**config.mk**
```make
export PLATFORM = sky130hd
export DESIGN_NAME = countdown_timer
export DESIGN_NICKNAME = d
export VERILOG_FILES = /design/src/rtl/countdown_timer.sv
export SDC_FILE = /design/constraint.sdc
export NUM_CORES = 1
export LEC_CHECK = 0
export BUFFER_PORTS_ARGS = -buffer_cell sky130_fd_sc_hd__clkbuf_2
export CORE_MARGIN = 2
export CORE_UTILIZATION = 31
export DETAILED_ROUTE_END_ITERATION = 8
export SYNTH_ARGS = -nofsm -noshare
export SYNTH_HDL_FRONTEND = slang
export SYNTH_SLANG_ARGS = --single-unit
```
**constraint.sdc**
```tcl
create_clock -name clock -period 3.7 [get_ports clock]
set_input_delay 0.74 -clock clock [delete_from_list [all_inputs] [get_ports clock]]
set_output_delay 0.74 -clock clock [all_outputs]
set_load 0.005 [all_outputs]
```
**src/rtl/countdown_timer.sv**
```systemverilog
// Loadable down-counter with one-shot or auto-reload terminal behaviour.
// Q, tc and busy all come straight from registers.
module countdown_timer #(
  parameter int WIDTH = 4
) (
  input  logic             clock,
  input  logic             clear,
  input  logic             load,
  input  logic [WIDTH-1:0] data,
  input  logic             enable,
  input  logic             reload,
  output logic [WIDTH-1:0] Q,
  output logic             tc,
  output logic             busy
);

  typedef enum logic {
    IDLE = 1'b0,
    RUN  = 1'b1
  } state_t;

  localparam logic [WIDTH-1:0] ZERO = '0;
  localparam logic [WIDTH-1:0] ONE  = {{(WIDTH-1){1'b0}}, 1'b1};

  state_t           state_reg, state_next;
  logic [WIDTH-1:0] q_reg, q_next;
  logic [WIDTH-1:0] rv_reg, rv_next;
  logic             tc_reg, tc_next;

  always_ff @(posedge clock) begin
    if (clear) begin
      state_reg <= IDLE;
      q_reg     <= ZERO;
      rv_reg    <= ZERO;
      tc_reg    <= 1'b0;
    end else begin
      state_reg <= state_next;
      q_reg     <= q_next;
      rv_reg    <= rv_next;
      tc_reg    <= tc_next;
    end
  end

  always_comb begin
    state_next = state_reg;
    q_next     = q_reg;
    rv_next    = rv_reg;
    tc_next    = 1'b0;

    if (load) begin
      // A zero load never arms the counter, so it can never pulse tc.
      q_next     = data;
      rv_next    = data;
      state_next = (data != ZERO) ? RUN : IDLE;
    end else if (state_reg == RUN && enable) begin
      if (q_reg > ONE) begin
        q_next = q_reg - ONE;
      end else if (q_reg == ONE) begin
        tc_next = 1'b1;
        if (reload) begin
          q_next = rv_reg;
        end else begin
          q_next     = ZERO;
          state_next = IDLE;
        end
      end else begin
        // RUN with a zero count is unreachable; fall back to IDLE without a pulse.
        state_next = IDLE;
      end
    end
  end

  assign Q    = q_reg;
  assign tc   = tc_reg;
  assign busy = (state_reg == RUN);

endmodule

```
==> impl_metrics.yaml <==
outcome:
  status: "finished, final reports clean"
cells_and_area:
  n_antenna_cell: 0
  multi_input_area_sq_um: 354
  final_nets: 90
  drive_gt1_frac: 0.321
  seq_area_sq_um: 200
  fill_cells: 179
  area_growth_pct: 21.4
  final_util: 0.407
cts:
  clk_path_buf_depth: 2
  cts.root.buffer_cell: "clkbuf_4"
  cts.sinks: 10
  cts_htree_levels: 1
  holdBufCountCts: 0
  clock_latency_ps: 270
  ctsResizeCount: 0
  cts_post_setup_buffers_inserted: 0
  clk_pin_slew_ps: 70
  numCtsBuffers: 3
  cts_tree: "done"
synthesis:
  synthTopCellsByCount: "10 x dfxtp_1, 6 x a21oi_1, 5 x inv_1, 5 x nor2_1, 4 x mux2i_1"
  syn_inst: 63
  synth_cell_types: 28
  synth.most_common_cell: "dfxtp_1"
  synth_edf_count: 0
  yosysWarnings: 0
  ys_seq_area_frac: 0.342
  post-synth-top-area-cell: "dfxtp_1"
  ys_seq_elements: 10
  synth_top_area_frac: 0.342
  synth_area_leaders: "dfxtp_1 34%, mux2i_1 6.8%, a21oi_1 5.1%"
  synth_flop_cell: "dfxtp_1"
  synthArstFlopShare: 0
  syn_area_sq_um: 586
  syn_nets: 74
  avgSynthCellArea_sq_um: 9.29
global_routing:
  antenna_found_initial: 0
  grt_pass1_wl_mm: 2.20
  grt.total_usage: 0.145
  grt_pass1_vias: 474
  overflow: 0
  grt_max_degree: 18
floorplan:
  fp.dieW_um: 47.5
  die_h_um: 47.5
  core-area_sq_mm: 0.00175
  io_pins: 15
  start_util: 0.335
  fp.dieArea_sq_mm: 0.00225
  num_rows: 15
worst_setup_path:
  crit_type: "reg2reg"
  timing.rr.start: "Q[1]$_SDFFE_PP0P_"
  r2r_cells: 6
  timing.rr.end: "Q[2]$_SDFFE_PP0P_"
  worst_setup_path_end_kind: "flop"
  rrSetupSlack_ps: 1650
  cp-start-kind: "flop"
  worstPathRequired_ps: 3890
  cp_max_fo: 8
  cp.arrival_ps: 2240
route:
  drt_iter0_markers: 12
  num_vias: 529
  ant_nets: 0
  vias_per_cell: 5.14
  wirelength_mm: 1.36
  dr.pass1.iters: 4
  drc: 0
  wire_per_inst_um: 13.2
sta:
  fin_setup_tns_ps: 0
  final_max_slew_viol_count: 0
  slew_headroom: 0.714
  fmax_mhz: 487
  finalSetupViolCount: 0
  rsz0062_at_grt: "no"
  final_hold_viol_count: 0
  clock_skew_ps: 1.80
  period_share: 0.555
  final.min_clock_period_ps: 2050
  worst_pin_slew_ps: 424
power_and_ir_drop:
  p_leak_nw: 0.292
  ir_drop_mv: 0.176
  p_per_area_mw_per_mm2: 420
placement:
  numPortBuffers: 14
  place_congestion: 0.815
  hpwl_mm: 1.00
hold_path:
  min_from: "rv_reg[1]$_SDFFE_PP0P_"
  worst_hold_path.num_cells: 2
  min_to: "rv_reg[1]$_SDFFE_PP0P_"
  min_path_type: "reg2reg"
job:
  cap_violations: 0
final cells by class:
cell class	instances	area share
sequential	10	0.282
tap	25	0.0440
timing repair buffer	14	0.0986
inverter	5	0.0264
multi-input combinational	45	0.498
clock buffer	4	0.0511
metal layers:
| metal | vias up | global-route usage | part of all wire | routed length, um |
|---|---|---|---|---|
| li1 | 273 | - | - | - |
| met1 | 241 | 0.189 | 0.45 | 620 |
| met2 | 15 | 0.216 | 0.48 | 655 |
| met3 | 0 | 0.0679 | 0.065 | 88 |
| met4 | 0 | 0.0389 | 0 | 0 |
| met5 | - | 0 | 0 | 0 |
critical path, cell delays in order, from the launching register on:
cell and delay (ps):
dfxtp_1 410, inv_1 90, ha_1 260, or4b_4 510, a31oi_4 350, a21oi_1 100
a221oi_2 250
metrics by stage:
stage	instance area [sq um]	setup WS (ps)	total power [mW]	hold slack [ps]	cells
floorplan	586	1850	0.178	460	63
global placement	674	1700	0.199	482	99
detailed placement	674	1680	0.200	490	99
CTS	711	1670	0.303	509	103
global route	711	1550	0.318	538	103
finish	711	1650	0.298	503	103
worst max-delay path by stage:
stage | from | end | slack [ps] | cells past startpoint
3_3_place_gp | Q[1]$_SDFFE_PP0P_ | Q[2]$_SDFFE_PP0P_ | 1700 | 6
3_5_place_dp | load | Q[3]$_SDFFE_PP0P_ | 1680 | 4
6_report | Q[1]$_SDFFE_PP0P_ | Q[2]$_SDFFE_PP0P_ | 1650 | 6
4_1_cts | Q[1]$_SDFFE_PP0P_ | Q[2]$_SDFFE_PP0P_ | 1670 | 6
2_1_floorplan | load | Q[3]$_SDFFE_PP0P_ | 1850 | 4
5_1_grt | Q[1]$_SDFFE_PP0P_ | Q[2]$_SDFFE_PP0P_ | 1550 | 6
placed cells by master, fill, tap and decap left out, drive strengths merged:
| master | n |
|---|---|
| clkbuf | 18 |
| dfxtp | 10 |
| a21oi | 6 |
| inv | 5 |
| nor2 | 5 |
| mux2i | 4 |
| o41ai | 3 |
| nand2 | 3 |
| a311oi | 2 |
| nor2b | 2 |
| nand3b | 2 |
| a221oi | 2 |
| ha | 2 |
| a31oi | 2 |
| nor3b | 1 |
| and4 | 1 |
| or2 | 1 |
| and2 | 1 |
| or4b | 1 |
| and2b | 1 |
| o311ai | 1 |
| a311o | 1 |
| nor4 | 1 |
| or3 | 1 |
| o31ai | 1 |
| o22a | 1 |
where the power goes:
| part | leakage (nW) | switching (mW) | internal, mW |
|---|---|---|---|
| Clock | 0.0210 | 0.0397 | 0.0598 |
| Sequential | 0.0826 | 0.0101 | 0.116 |
| Combinational | 0.188 | 0.0387 | 0.0343 |
| Total | 0.292 | 0.0885 | 0.210 |
cells by family after synthesis:
| family | count (synthesis) | synth area share |
|---|---|---|
| and+or+nand+nor | 20 | 0.209 |
| DFF | 10 | 0.342 |
| AOI/OAI and AO/OA | 19 | 0.284 |
| buffers and inverters | 8 | 0.0534 |
| adders and majority gates | 2 | 0.0427 |
| muxes | 4 | 0.0684 |
(Power assumes the default switching activity.)
